--- src/rtl/mii_pkg.sv ---
// Shared types and constants for the MII (MAC side) to RMII (PHY side) bridge.
package mii_pkg;

  typedef enum logic [1:0] {
    RX_IDLE,
    RX_ALIGN,
    RX_DATA
  } rx_state_e;

  localparam logic [1:0] DIBIT_PRE = 2'b01;
  localparam logic [1:0] DIBIT_FC  = 2'b10;
  localparam logic [3:0] NIBBLE_FC = 4'hE;

  // Selects the dibit of a nibble for slot 0 (low pair) or slot 1 (high pair).
  function automatic logic [1:0] nibble_dibit(input logic [3:0] nib, input logic hi);
    return hi ? nib[3:2] : nib[1:0];
  endfunction

endpackage

--- src/rtl/rmii_rx_align.sv ---
// RMII receive aligner: dibit-to-nibble assembly anchored on the 01 dibit,
// a one-nibble skid register, and MII-side outputs updated on mii_clk_en.
module rmii_rx_align
  import mii_pkg::*;
(
  input  logic       clk,
  input  logic       rst,
  input  logic       sample_en,
  input  logic       clk_en,
  input  logic [1:0] rmii_rxd,
  input  logic       rmii_crs_dv,
  input  logic       rmii_rx_er,
  output logic [3:0] mii_rxd,
  output logic       mii_rx_dv,
  output logic       mii_rx_er,
  output logic       mii_crs
);

  rx_state_e  state_q, state_d;
  logic       half_q, half_d;
  logic [1:0] lo_q, lo_d;
  logic       lo_er_q, lo_er_d;
  logic       lo_crs_q, lo_crs_d;
  logic       crs_q, crs_d;
  logic       fc_q, fc_d;
  logic       skid_vld_q, skid_vld_d;
  logic [3:0] skid_nib_q, skid_nib_d;
  logic       skid_er_q, skid_er_d;
  logic       skid_crs_q, skid_crs_d;
  logic [3:0] mii_rxd_q, mii_rxd_d;
  logic       mii_rx_dv_q, mii_rx_dv_d;
  logic       mii_rx_er_q, mii_rx_er_d;
  logic       mii_crs_q, mii_crs_d;

  logic       nib_done;
  logic [3:0] nib_val;
  logic       nib_er;
  logic       nib_crs;

  always_comb begin
    state_d  = state_q;
    half_d   = half_q;
    lo_d     = lo_q;
    lo_er_d  = lo_er_q;
    lo_crs_d = lo_crs_q;
    crs_d    = crs_q;
    fc_d     = fc_q;
    nib_done = 1'b0;
    nib_val  = '0;
    nib_er   = 1'b0;
    nib_crs  = 1'b0;

    if (sample_en) begin
      unique case (state_q)
        RX_IDLE: begin
          half_d = 1'b0;
          fc_d   = 1'b0;
          if (rmii_crs_dv) begin
            state_d = RX_ALIGN;
            crs_d   = 1'b1;
            fc_d    = rmii_rx_er && (rmii_rxd == DIBIT_FC);
          end
        end
        RX_ALIGN: begin
          // A false carrier parks here, never aligning, until crs_dv drops.
          if (!rmii_crs_dv) begin
            state_d = RX_IDLE;
            crs_d   = 1'b0;
            fc_d    = 1'b0;
          end else if (!fc_q && rmii_rxd == DIBIT_PRE) begin
            state_d  = RX_DATA;
            half_d   = 1'b1;
            lo_d     = rmii_rxd;
            lo_er_d  = 1'b0;
            lo_crs_d = 1'b1;
          end
        end
        RX_DATA: begin
          if (!half_q) begin
            half_d   = 1'b1;
            lo_d     = rmii_rxd;
            lo_er_d  = rmii_rx_er;
            lo_crs_d = rmii_crs_dv;
            if (!rmii_crs_dv) crs_d = 1'b0;
          end else begin
            half_d = 1'b0;
            // crs_dv low on both dibits marks end of frame; the pair is not data.
            if (!lo_crs_q && !rmii_crs_dv) begin
              state_d = RX_IDLE;
              crs_d   = 1'b0;
            end else begin
              nib_done = 1'b1;
              nib_val  = {rmii_rxd, lo_q};
              nib_er   = lo_er_q | rmii_rx_er;
              nib_crs  = crs_q;
            end
          end
        end
        default: state_d = RX_IDLE;
      endcase
    end
  end

  always_comb begin
    skid_vld_d  = clk_en ? 1'b0 : skid_vld_q;
    skid_nib_d  = skid_nib_q;
    skid_er_d   = skid_er_q;
    skid_crs_d  = skid_crs_q;
    mii_rxd_d   = mii_rxd_q;
    mii_rx_dv_d = mii_rx_dv_q;
    mii_rx_er_d = mii_rx_er_q;
    mii_crs_d   = mii_crs_q;

    if (nib_done) begin
      skid_vld_d = 1'b1;
      skid_nib_d = nib_val;
      skid_er_d  = nib_er;
      skid_crs_d = nib_crs;
    end

    if (clk_en) begin
      if (skid_vld_q) begin
        mii_rxd_d   = skid_nib_q;
        mii_rx_dv_d = 1'b1;
        mii_rx_er_d = skid_er_q;
        mii_crs_d   = skid_crs_q;
      end else if (fc_q) begin
        mii_rxd_d   = NIBBLE_FC;
        mii_rx_dv_d = 1'b0;
        mii_rx_er_d = 1'b1;
        mii_crs_d   = 1'b1;
      end else begin
        mii_rxd_d   = '0;
        mii_rx_dv_d = 1'b0;
        mii_rx_er_d = 1'b0;
        mii_crs_d   = crs_q;
      end
    end
  end

  always_ff @(posedge clk or posedge rst) begin
    if (rst) begin
      state_q     <= RX_IDLE;
      half_q      <= 1'b0;
      lo_q        <= '0;
      lo_er_q     <= 1'b0;
      lo_crs_q    <= 1'b0;
      crs_q       <= 1'b0;
      fc_q        <= 1'b0;
      skid_vld_q  <= 1'b0;
      skid_nib_q  <= '0;
      skid_er_q   <= 1'b0;
      skid_crs_q  <= 1'b0;
      mii_rxd_q   <= '0;
      mii_rx_dv_q <= 1'b0;
      mii_rx_er_q <= 1'b0;
      mii_crs_q   <= 1'b0;
    end else begin
      state_q     <= state_d;
      half_q      <= half_d;
      lo_q        <= lo_d;
      lo_er_q     <= lo_er_d;
      lo_crs_q    <= lo_crs_d;
      crs_q       <= crs_d;
      fc_q        <= fc_d;
      skid_vld_q  <= skid_vld_d;
      skid_nib_q  <= skid_nib_d;
      skid_er_q   <= skid_er_d;
      skid_crs_q  <= skid_crs_d;
      mii_rxd_q   <= mii_rxd_d;
      mii_rx_dv_q <= mii_rx_dv_d;
      mii_rx_er_q <= mii_rx_er_d;
      mii_crs_q   <= mii_crs_d;
    end
  end

  assign mii_rxd   = mii_rxd_q;
  assign mii_rx_dv = mii_rx_dv_q;
  assign mii_rx_er = mii_rx_er_q;
  assign mii_crs   = mii_crs_q;

endmodule

--- src/rtl/mii_rmii.sv ---
// MII MAC to RMII PHY bridge on the 50 MHz reference clock: phase counter,
// mii_clk_en strobe and TX nibble splitting here; RX assembly in rmii_rx_align.
module mii_rmii
  import mii_pkg::*;
#(
  parameter int unsigned DIV10     = 10,
  parameter int unsigned SAMPLE_PT = 5
) (
  input  logic       rmii_refclk,
  input  logic       rst,
  input  logic       speed_100,
  output logic       mii_clk_en,
  input  logic [3:0] mii_txd,
  input  logic       mii_tx_en,
  input  logic       mii_tx_er,
  output logic [3:0] mii_rxd,
  output logic       mii_rx_dv,
  output logic       mii_rx_er,
  output logic       mii_crs,
  output logic [1:0] rmii_txd,
  output logic       rmii_tx_en,
  input  logic [1:0] rmii_rxd,
  input  logic       rmii_crs_dv,
  input  logic       rmii_rx_er,
  output logic       tx_er_seen
);

  localparam int unsigned PW = (DIV10 > 1) ? $clog2(2 * DIV10) : 1;
  typedef logic [PW-1:0] phase_t;

  localparam phase_t LAST_100 = phase_t'(1);
  localparam phase_t LAST_10  = phase_t'(2 * DIV10 - 1);
  localparam phase_t DIV_P    = phase_t'(DIV10);
  localparam phase_t SP_LO    = phase_t'(SAMPLE_PT);
  localparam phase_t SP_HI    = phase_t'(DIV10 + SAMPLE_PT);

  phase_t     phase_q, phase_d;
  logic       speed_q, speed_d;
  logic [3:0] tx_nib_q, tx_nib_d;
  logic [1:0] rmii_txd_q, rmii_txd_d;
  logic       rmii_tx_en_q, rmii_tx_en_d;
  logic       tx_er_seen_q, tx_er_seen_d;

  logic       clk_en;
  logic       sample_en;
  logic       slot_d;
  phase_t     last;

  // The strobe decodes from the registered speed, so a speed change only
  // restarts the counter and cannot create a spurious mii_clk_en pulse.
  always_comb begin
    last      = speed_q ? LAST_100 : LAST_10;
    clk_en    = (phase_q == last);
    sample_en = speed_q ? 1'b1 : ((phase_q == SP_LO) || (phase_q == SP_HI));
    speed_d   = speed_100;

    if (speed_100 != speed_q) begin
      phase_d = '0;
    end else if (clk_en) begin
      phase_d = '0;
    end else begin
      phase_d = phase_q + phase_t'(1);
    end
  end

  // RMII TX outputs are registered one cycle ahead of the slot they drive.
  always_comb begin
    slot_d       = speed_d ? phase_d[0] : (phase_d >= DIV_P);
    tx_nib_d     = clk_en ? (mii_tx_en ? mii_txd : 4'h0) : tx_nib_q;
    rmii_txd_d   = nibble_dibit(tx_nib_d, slot_d);
    rmii_tx_en_d = clk_en ? mii_tx_en : rmii_tx_en_q;
    tx_er_seen_d = tx_er_seen_q | (clk_en & mii_tx_en & mii_tx_er);
  end

  always_ff @(posedge rmii_refclk or posedge rst) begin
    if (rst) begin
      phase_q      <= '0;
      speed_q      <= 1'b1;
      tx_nib_q     <= '0;
      rmii_txd_q   <= '0;
      rmii_tx_en_q <= 1'b0;
      tx_er_seen_q <= 1'b0;
    end else begin
      phase_q      <= phase_d;
      speed_q      <= speed_d;
      tx_nib_q     <= tx_nib_d;
      rmii_txd_q   <= rmii_txd_d;
      rmii_tx_en_q <= rmii_tx_en_d;
      tx_er_seen_q <= tx_er_seen_d;
    end
  end

  rmii_rx_align u_rx (
    .clk         (rmii_refclk),
    .rst         (rst),
    .sample_en   (sample_en),
    .clk_en      (clk_en),
    .rmii_rxd    (rmii_rxd),
    .rmii_crs_dv (rmii_crs_dv),
    .rmii_rx_er  (rmii_rx_er),
    .mii_rxd     (mii_rxd),
    .mii_rx_dv   (mii_rx_dv),
    .mii_rx_er   (mii_rx_er),
    .mii_crs     (mii_crs)
  );

  assign mii_clk_en = clk_en;
  assign rmii_txd   = rmii_txd_q;
  assign rmii_tx_en = rmii_tx_en_q;
  assign tx_er_seen = tx_er_seen_q;

endmodule

--- config.mk ---
export PLATFORM = sky130hd
export DESIGN_NAME = mii_rmii
export DESIGN_NICKNAME = d
export VERILOG_FILES = /design/src/rtl/mii_pkg.sv /design/src/rtl/rmii_rx_align.sv /design/src/rtl/mii_rmii.sv
export SDC_FILE = /design/constraint.sdc
export NUM_CORES = 1
export LEC_CHECK = 0
export BUFFER_PORTS_ARGS = -buffer_cell sky130_fd_sc_hd__clkbuf_2
export CAP_MARGIN = 40
export CORE_MARGIN = 1.5
export CORE_UTILIZATION = 37
export DETAILED_ROUTE_END_ITERATION = 8
export PLACE_DENSITY = 0.51
export SYNTH_ARGS = -nofsm -noshare
export SYNTH_HDL_FRONTEND = slang
export SYNTH_SLANG_ARGS = --single-unit
--- constraint.sdc ---
create_clock -name rmii_refclk -period 4.55 [get_ports rmii_refclk]
set_input_delay 0.6825 -clock rmii_refclk [delete_from_list [all_inputs] [get_ports rmii_refclk]]
set_output_delay 0.6825 -clock rmii_refclk [all_outputs]
set_load 0.02 [all_outputs]
==> impl_metrics.toml, run 1 <==
[timing]
maxSlewViolCount = 0
max_freq_mhz = 396
min_period_ps = 2530
hold_slack_ps = 476
setup_viol = 0
tns_ps = 0
worstMarginPinSlew_ps = 462
post-route-period-util_pct = 55.5
rsz0062_at_grt = "no"
timing.slew.headroom_pct = 69.2
finClkSkew_ps = 8.75
hold_violations = 0

[routing]
drt-vias-per-instance = 4.93
vias = 1342
drt-initial-drc-count = 21
drt_wl_total_um = 3540
postRouteAntennaNets = 0
wire_per_inst_um = 13.0
drcViolationCount = 0
dr.pass1.iters = 4

[worst_setup_path]
crit_path_start = "speed_q"
reg2reg_setup_slack_ps = 2340
reg2reg_to = "u_rx.lo_q[1]"
end_kind = "primary output"
path_class = "register to primary output"
r2r_start = "phase_q[0]"
path_cells = "nor3b_1, o211ai_2, buf_4, inv_1, clkbuf_2"
critPathMaxStageDelay_ps = 580
cp.depth = 5
crit_end = "mii_clk_en"
arrival_ps = 1840
cp_max_fo = 24
cp_num_buf_inv = 3
slowest_stage = "dfstp_2"
cp-start-kind = "register"
rr_worst_depth = 7
required_ps = 3870
crit_family = "buffers and inverters"

[synthesis]
synth_flop_cell = "dfrtp_1"
synth.avg_cell_area_sq_um = 10.3
synthArstFlopShare_pct = 100
netlist_area_sq_um = 1820
synth.net_count = 196
synth.ff_latch_count = 37
yosysUniqueCellTypes = 48
ys_seq_area_share_pct = 51.0
syn_inst = 176
synth_edf_count = 0
yosysWarnings = 0

[layout]
fillers = 476
ff_latch_area_sq_um = 927
layout.cells.non_filler = 272
finalNetCount = 224
diodes = 0
layout-drive-gt1-share_pct = 24.4
multiInputGateArea_sq_um = 816
area_growth_pct = 16.7

[cts]
cts_hold_buffers = 0
clk_transition_reported_paths_ps = 70
htree_levels = 2
cts_sinks = 37
post-cts-setup-buffer-count = 0
numCtsBuffers = 5
clk-insertion-delay-late_ps = 280
clockBufferDepth = 2
root_buffer = "clkbuf_8"
cts_tree = "built"
postCtsResizedCells = 0

[placed_design]
gp_congestion = 0.881
hpwl_um = 2640
dpl.cell_count = 264
numPortBuffers = 24

[power_and_ir_drop]
p_sw_w = 0.000393
pwr-share-seq_pct = 43.5
p_sw_share_pct = 33.7
ir_worst_vdd_mv = 0.273
power_density_nw_per_um2 = 550
combinationalPowerShare_pct = 31.8
power_w = 0.00117
internal-power_w = 0.000774
p_leak_nw = 1.02
p_clk_share_pct = 24.7

[floorplan]
io_pins = 25
die_w_um = 73.1
die_area_sq_um = 5350
core_area_sq_um = 4720
floorplan.initialDensity_pct = 38.5
placementRows = 25
die_h_um = 73.1

[grt]
grt_usage_pct = 15.1
grt_pass1_wl_um = 6140
grt_pass1_vias = 1361
grt_overflow = 0
grt_max_degree = 38
antenna_found_initial = 0

[hold_path]
hold_path.class = "primary input to asynchronous set/reset pin"

[flow_run]
drv_cap = 0

[outcome]
status = "finished clean"
[how the worst min path moves through the flow]
stage / startpoint / cells after the start / to / slack [ps]
2_1_floorplan: tx_nib_q[0] / 2 / tx_nib_q[0] / 440
3_3_place_gp: tx_er_seen / 1 / tx_er_seen / 450
3_5_place_dp: tx_nib_q[1] / 2 / tx_nib_q[1] / 470
4_1_cts: rst / 3 / u_rx.mii_rx_er / 490
5_1_grt: rst / 3 / rmii_txd[1] / 510
6_report: rst / 3 / rmii_txd[1] / 480
[area by class of cell]
| class | count | share of cell area (%) |
|---|---|---|
| Sequential cell | 37 | 43.7 |
| Tap cell | 67 | 3.95 |
| Clock inverter | 1 | 1.41 |
| Multi-Input combinational cell | 122 | 38.4 |
| Timing Repair Buffer | 26 | 6.36 |
| Clock buffer | 7 | 4.07 |
| Inverter | 12 | 2.12 |
[worst min-delay path: stages]
cell	delay, ps
clkbuf_2	80
inv_1	40
buf_4	390
[power by group through the flow]
stage,Combinational (W),Sequential (W),Clock (W)
CTS,0.000375,0.000509,0.000298
detailed placement,0.000372,0.000515,0
global placement,0.000367,0.000511,0
floorplan,0.000256,0.000527,0
finish,0.000371,0.000508,0.000288
global route,0.000417,0.000526,0.000309
[per-layer routing]
layer  global-route usage, %  part of all wire [%]  vias up  routed length (um)
li1                        -                     -      670                   -
met1                    18.8                    46      640                1630
met2                    24.1                    49       27                1740
met3                    4.70                   3.8        5                 133
met4                    6.08                   1.3        0                  46
met5                       0                     0        -                   0
[sequential cells by signal, indices dropped and copies added, names as in the netlist]
| register | flops |
|---|---|
| u_rx.fc_q | 1 |
| u_rx.half_q | 1 |
| u_rx.lo_er_q | 1 |
| u_rx.mii_rxd | 4 |
| u_rx.skid_er_q | 1 |
| u_rx.state_q | 2 |
| speed_q | 1 |
| u_rx.skid_crs_q | 1 |
| tx_nib_q | 4 |
| u_rx.mii_crs | 1 |
| u_rx.crs_q | 1 |
| rmii_tx_en | 1 |
| u_rx.skid_vld_q | 1 |
| u_rx.mii_rx_er | 1 |
| u_rx.lo_q | 2 |
| rmii_txd | 2 |
| tx_er_seen | 1 |
| u_rx.skid_nib_q | 4 |
| u_rx.lo_crs_q | 1 |
| phase_q | 5 |
| u_rx.mii_rx_dv | 1 |
[metrics by stage]
stage	setup WS, ps	utilization (%)	instance area (sq um)
global placement	2360	42.5	2010
detailed placement	2300	42.5	2010
floorplan	2590	-	1820
finish	2020	45.0	2120
CTS	1980	45.0	2120
global route	1890	45.0	2120
[cells by family (layout without fill, tap and decap cells)]
family,after synthesis,count (layout),synth area share (%)
buffers and inverters,17,46,4.19
multiplexers,10,10,6.26
adder cells (fa/ha/maj),7,7,4.81
flip-flops,37,37,51.0
AND/OR/NAND/NOR,60,60,16.7
AO/OA/AOI/OAI,42,42,15.6
XOR/XNOR,3,3,1.44
[Yosys cell counts, types with 2 or more instances]
library cell / instances / share of area (%)
nand3_1: 5 / 1.4
a21o_1: 2 / 0.83
and2_1: 2 / 0.69
o41ai_1: 2 / 0.96
o211ai_1: 2 / 0.83
inv_1: 12 / 2.5
nand2_1: 24 / 5.0
o221ai_1: 2 / 0.96
nor2_1: 13 / 2.7
o21a_1: 2 / 0.83
o21ai_0: 10 / 2.8
a21oi_1: 10 / 2.8
xnor2_1: 2 / 0.96
mux2i_1: 2 / 1.1
dfrtp_1: 36 / 50
nor2b_1: 4 / 1.4
mux2_2: 7 / 4.3
ha_1: 7 / 4.8
and3_1: 2 / 0.69
nor3b_1: 2 / 0.83
[placed cells by master (no fill, tap or decap), drive strengths merged, types with 4 or more instances in the layout]
cell type and n:
a21oi 11, clkbuf 31, dfrtp 36, ha 7
inv 12, mux2 8, nand2 24, nand3 5
nor2 13, nor2b 4, o21ai 12
No activity file was read; power rests on OpenSTA's default activity.
==> inputs of run 2 (changes only) <==
--- a/config.mk
+++ b/config.mk
@@ -10,7 +10,7 @@
 export CORE_MARGIN = 1.5
 export CORE_UTILIZATION = 37
 export DETAILED_ROUTE_END_ITERATION = 8
-export PLACE_DENSITY = 0.51
+export PLACE_DENSITY = 0.53
 export SYNTH_ARGS = -nofsm -noshare
 export SYNTH_HDL_FRONTEND = slang
 export SYNTH_SLANG_ARGS = --single-unit
==> constraint.sdc (replaced) <==
create_clock -name rmii_refclk -period 2.1 [get_ports rmii_refclk]
set_input_delay 0.315 -clock rmii_refclk [delete_from_list [all_inputs] [get_ports rmii_refclk]]
set_output_delay 0.315 -clock rmii_refclk [all_outputs]
set_load 0.02 [all_outputs]
==> run 2 against run 1 <==
Compared with the run above: combinational power rose by 120%; count of clock-buffer cells in the layout fell by 1; global-route usage fell by 0.53 points; first-iteration DRC count rose to 2.8 times the previous value; critical path type is now register to register.
==> impl_metrics.toml, run 2 (same netlist as run 1, synthesis figures left out) <==
[cts]
root_buffer = "clkbuf_8"
clockBufferDepth = 2
cts_tree = "built"
clk-insertion-delay-late_ps = 290
cts_sinks = 37
clk_transition_reported_paths_ps = 70
htree_levels = 2
numCtsBuffers = 5
post-cts-setup-buffer-count = 0

[layout]
area_growth_pct = 18.2
largest_reg_flops = 5
diodes = 0
regMostFlops = "phase_q"
finalNetCount = 226
fin_util_pct = 45.5
most-common-layout-cells = "dfrtp_1 (35), nand2_1 (24), clkbuf_2 (24), nor2_1 (13), inv_1 (12)"
final_common_cell = "dfrtp_1"
layout-drive-gt1-share_pct = 26.1
fillers = 458

[grt]
grt_pass1_vias = 1366
grt_usage_pct = 14.5
grt_pass1_wl_um = 5930
antenna_found_initial = 0
grt_overflow = 0
grt_max_degree = 38

[floorplan]
die_h_um = 73.1
floorplan.initialDensity_pct = 38.5
io_pins = 25
placementRows = 25
die_area_sq_um = 5350
die_w_um = 73.1
core_area_sq_um = 4720

[placed_design]
gp_congestion = 0.816
place_worst_setup_slack_ps = 76.9
numPortBuffers = 24
hpwl_um = 2680

[timing]
worst_slack_ps = 95.4
timing.slew.headroom_pct = 68.4
max_freq_mhz = 499
post-route-period-util_pct = 95.5
min_period_ps = 2000
rsz0062_at_grt = "no"
tns_ps = 0
worstMarginPinSlew_ps = 474
maxSlewViolCount = 0
setup_viol = 0
finClkSkew_ps = 5.20
hold_violations = 0

[worst_setup_path]
critPathMaxStageDelay_ps = 450
slowest_stage = "dfrtp_2"
cp_max_fo = 5
rr_worst_depth = 7
path_common_cell = "ha_1"
path_cells = "ha_1, and3_1, ha_1, nor2_1, a22oi_1, o21ai_1, mux2_2"
required_ps = 2280
r2r_start = "phase_q[0]"
cp-start-kind = "register"
reg2reg_setup_slack_ps = 100
reg2reg_to = "u_rx.lo_q[1]"
arrival_ps = 2180
end_kind = "register"
path_class = "register to register"

[flow_run]
drv_cap = 0

[power_and_ir_drop]
p_leak_nw = 1.03
ir_worst_vdd_mv = 0.645
power_density_nw_per_um2 = 1190

[routing]
drcViolationCount = 0
drt-vias-per-instance = 4.99
drt-initial-drc-count = 58
wire_per_inst_um = 13.2
postRouteAntennaNets = 0
dr.pass1.iters = 4
drt_wl_total_um = 3610
vias = 1367

[hold_path]
hold_path.class = "primary input to asynchronous set/reset pin"

[outcome]
status = "finished clean"
run 2: cell types whose count changed in the layout (fill, tap and decap cells not counted):
cell,change
clkinvlp_4,+1
a21oi_2,-1
dfrtp_1,-1
buf_4,+2
a21oi_4,+1
clkbuf_1,-1
dfrtp_2,+1
run 2: timing repair:
action                     in CTS  in global routing
setup endpoints to repair       0                  9
hold buffers                    0                  0
resized for setup               0                  2
run 2: final cells by class:
class | count | area (sq um) | share of cell area, %
clock buffer | 6 | 82.6 | 3.84
clock inverter | 2 | 37.5 | 1.75
inverter | 12 | 45.0 | 2.09
multi-input combinational | 122 | 823 | 38.3
sequential | 37 | 928 | 43.2
tap | 67 | 83.8 | 3.90
timing repair buffer | 28 | 150 | 6.98
run 2: critical path, delay by kind of cell (launching register included):
family          cells  cell delay [ps]
mux                 1              360
flops               1              450
compound gates      2              320
fa+ha+maj           2              400
simple gates        2              370
run 2: worst max path at each step:
stage / slack, ps / cells past startpoint / startpoint / endpoint
CTS: 60 / 7 / phase_q[0] / u_rx.skid_crs_q
floorplan: 140 / 7 / phase_q[0] / u_rx.lo_q[0]
finish: 100 / 7 / phase_q[0] / u_rx.lo_q[1]
global placement: 150 / 8 / phase_q[0] / u_rx.state_q[0]
detailed placement: 80 / 7 / phase_q[0] / u_rx.skid_nib_q[1]
global route: 5 / 7 / phase_q[0] / u_rx.lo_q[0]
run 2: power by group:
part	switching, W	leakage (nW)	internal [W]
Clock	0.000261	0.0574	0.000386
Sequential	0.000168	0.475	0.000937
Combinational	0.000448	0.493	0.000362
Total	0.000877	1.03	0.00168
run 2: through the flow:
stage	std cells	power [W]	instance area (sq um)	hold slack (ps)
after detailed placement	266	0.00194	2020	442
final	274	0.00256	2150	106
after global placement	266	0.00190	2020	426
after floorplan	176	0.00170	1820	319
after CTS	274	0.00259	2140	125
after global routing	274	0.00273	2150	146
run 2: layer usage:
layer  GRT usage, %  vias to the layer above  routed length [um]
met4           8.18                        0                  88
met5              0                        -                   0
li1               -                      672                   -
met3           3.31                        9                 103
met2           22.7                       23                1760
met1           18.4                      663                1660
==> inputs of run 3 (changes only) <==
--- a/config.mk
+++ b/config.mk
@@ -11,6 +11,7 @@
 export CORE_UTILIZATION = 37
 export DETAILED_ROUTE_END_ITERATION = 8
 export PLACE_DENSITY = 0.53
+export REMOVE_ABC_BUFFERS = 1
 export SYNTH_ARGS = -nofsm -noshare
 export SYNTH_HDL_FRONTEND = slang
 export SYNTH_SLANG_ARGS = --single-unit
==> run 3 against run 2 <==
Compared with the run above: count of clock-buffer cells in the layout unchanged; first-iteration DRC count decreased by 6.9%; final cell count up 0.73%; via count up 1.2%; largest cell class unchanged; die area is the same.
==> impl_metrics.toml, run 3 (same netlist as run 1, synthesis figures left out) <==
[flow_run]
drv_cap = 0

[grt]
met3_usage_pct = 3.59
grt_pass1_vias = 1432
grt_pass1_wl_um = 6450
grt_usage_pct = 15.7
top_usage_layer = "met2"
grt_overflow = 0
grt_max_degree = 38
antenna_found_initial = 0
grt.met1_usage_pct = 20.3
grt.met2_usage_pct = 24.3

[timing]
min_period_ps = 2050
tns_ps = 0
max_freq_mhz = 488
post-route-period-util_pct = 97.5
timing.slew.headroom_pct = 68.8
finClkSkew_ps = 8.51
rsz0062_at_grt = "yes"
hold_violations = 0
setup_viol = 0
maxSlewViolCount = 0
worst_slack_ps = 52.6
worstMarginPinSlew_ps = 468

[cts]
cts_hold_buffers = 0
clk_transition_reported_paths_ps = 70
cts_tree = "built"
cts_sinks = 37
root_buffer = "clkbuf_8"
clockBufferDepth = 2
numCtsBuffers = 5
clk-insertion-delay-late_ps = 290
post-cts-setup-buffer-count = 0
htree_levels = 2

[floorplan]
die_area_sq_um = 5350
die_h_um = 73.1
floorplan.initialDensity_pct = 38.5
placementRows = 25
die_w_um = 73.1
core_area_sq_um = 4720
io_pins = 25

[worst_setup_path]
path_class = "register to register"
path_cells = "ha_1, and3_1, ha_1, nor2_4, buf_4, a221oi_2, o21ai_2, mux2_4"
arrival_ps = 2220
end_kind = "register"
cp_max_fo = 5
required_ps = 2270
critPathMaxStageDelay_ps = 420
slowest_stage = "dfrtp_1"
crit_family = "compound AO/OA/AOI/OAI gates"
cp_num_buf_inv = 1
cp-start-kind = "register"
path_common_cell = "ha_1"

[routing]
dr.pass1.iters = 5
drt-initial-drc-count = 54
drcViolationCount = 0
vias = 1383
drt-vias-per-instance = 5.01
drt_wl_total_um = 3700
wire_per_inst_um = 13.4
postRouteAntennaNets = 0

[layout]
most-common-layout-cells = "dfrtp_1 (36), nand2_1 (24), clkbuf_2 (24), nor2_1 (12), inv_1 (12)"
largest_reg_flops = 5
layout-drive-gt1-share_pct = 26.8
fin_util_pct = 45.2
finalNetCount = 228
diodes = 0
area_growth_pct = 17.3
final_common_cell = "dfrtp_1"
regMostFlops = "phase_q"

[placed_design]
gp_congestion = 0.760
numPortBuffers = 24
place_worst_setup_slack_ps = 24.9
hpwl_um = 2700

[power_and_ir_drop]
p_leak_nw = 1.03
power_density_nw_per_um2 = 1130
ir_worst_vdd_mv = 0.501
power_w = 0.00240

[outcome]
status = "finished clean"

[hold_path]
hold_path.class = "primary input to asynchronous set/reset pin"
-- run 3: cell count changes in the layout (fill, tap and decap cells not counted), sizes merged --
cell	before	now
buf	4	6
bufinv	1	0
clkinv	0	2
clkinvlp	1	0
-- run 3: repair_timing --
action,4_1_cts,5_1_grt
pin swaps,0,0
gates resized for setup,1,2
setup endpoints to repair,1,1
-- run 3: worst reg2reg max path, delay by kind of cell (launching register included) --
kind,cells,cell delay [ps]
flops,1,420
compound gates,2,430
fa+ha+maj,2,410
simple gates,2,240
buf+inv,1,130
mux,1,300
-- run 3: report_power, final --
group / switching (W) / internal (W)
logic: 0.000459 / 0.000372
clock network: 0.000237 / 0.000230
registers: 0.000167 / 0.000937
total: 0.000863 / 0.00154
-- run 3: metrics by stage --
stage          instances  instance area (sq um)  hold WS, ps
2_1_floorplan        171                   1790          319
3_3_place_gp         268                   2040          425
5_1_grt              276                   2130          140
6_report             276                   2130          108
4_1_cts              276                   2120          128
3_5_place_dp         268                   2040          449
-- run 3: cell type report --
| class | instances | area (sq um) |
|---|---|---|
| repair buffers | 30 | 165 |
| flip-flops and latches | 37 | 927 |
| well taps | 67 | 83.8 |
| clock inverters | 2 | 10.0 |
| inverters | 12 | 45.0 |
| multi-input cells | 122 | 831 |
| fillers | 456 | 2590 |
| clock buffers | 6 | 72.6 |
-- run 3: path summary, 6_finish.rpt --
check / startpoint / end / slack, ps / cells after the start
max in group asynchronous: rst / speed_q / 1640 / 3
max: phase_q[1] / u_rx.state_q[0] / 50 / 8
min in group rmii_refclk: speed_100 / speed_q / 160 / 1
min reg2reg: tx_er_seen / tx_er_seen / 480 / 1
min: rst / tx_nib_q[2] / 110 / 3
max reg2reg: phase_q[1] / u_rx.state_q[0] / 50 / 8
-- run 3: metal layers --
metal | part of all wire (%) | up-vias
li1 | - | 678
met1 | 47 | 679
met2 | 49 | 24
met3 | 3.8 | 2
met4 | 0.62 | 0
met5 | 0 | -
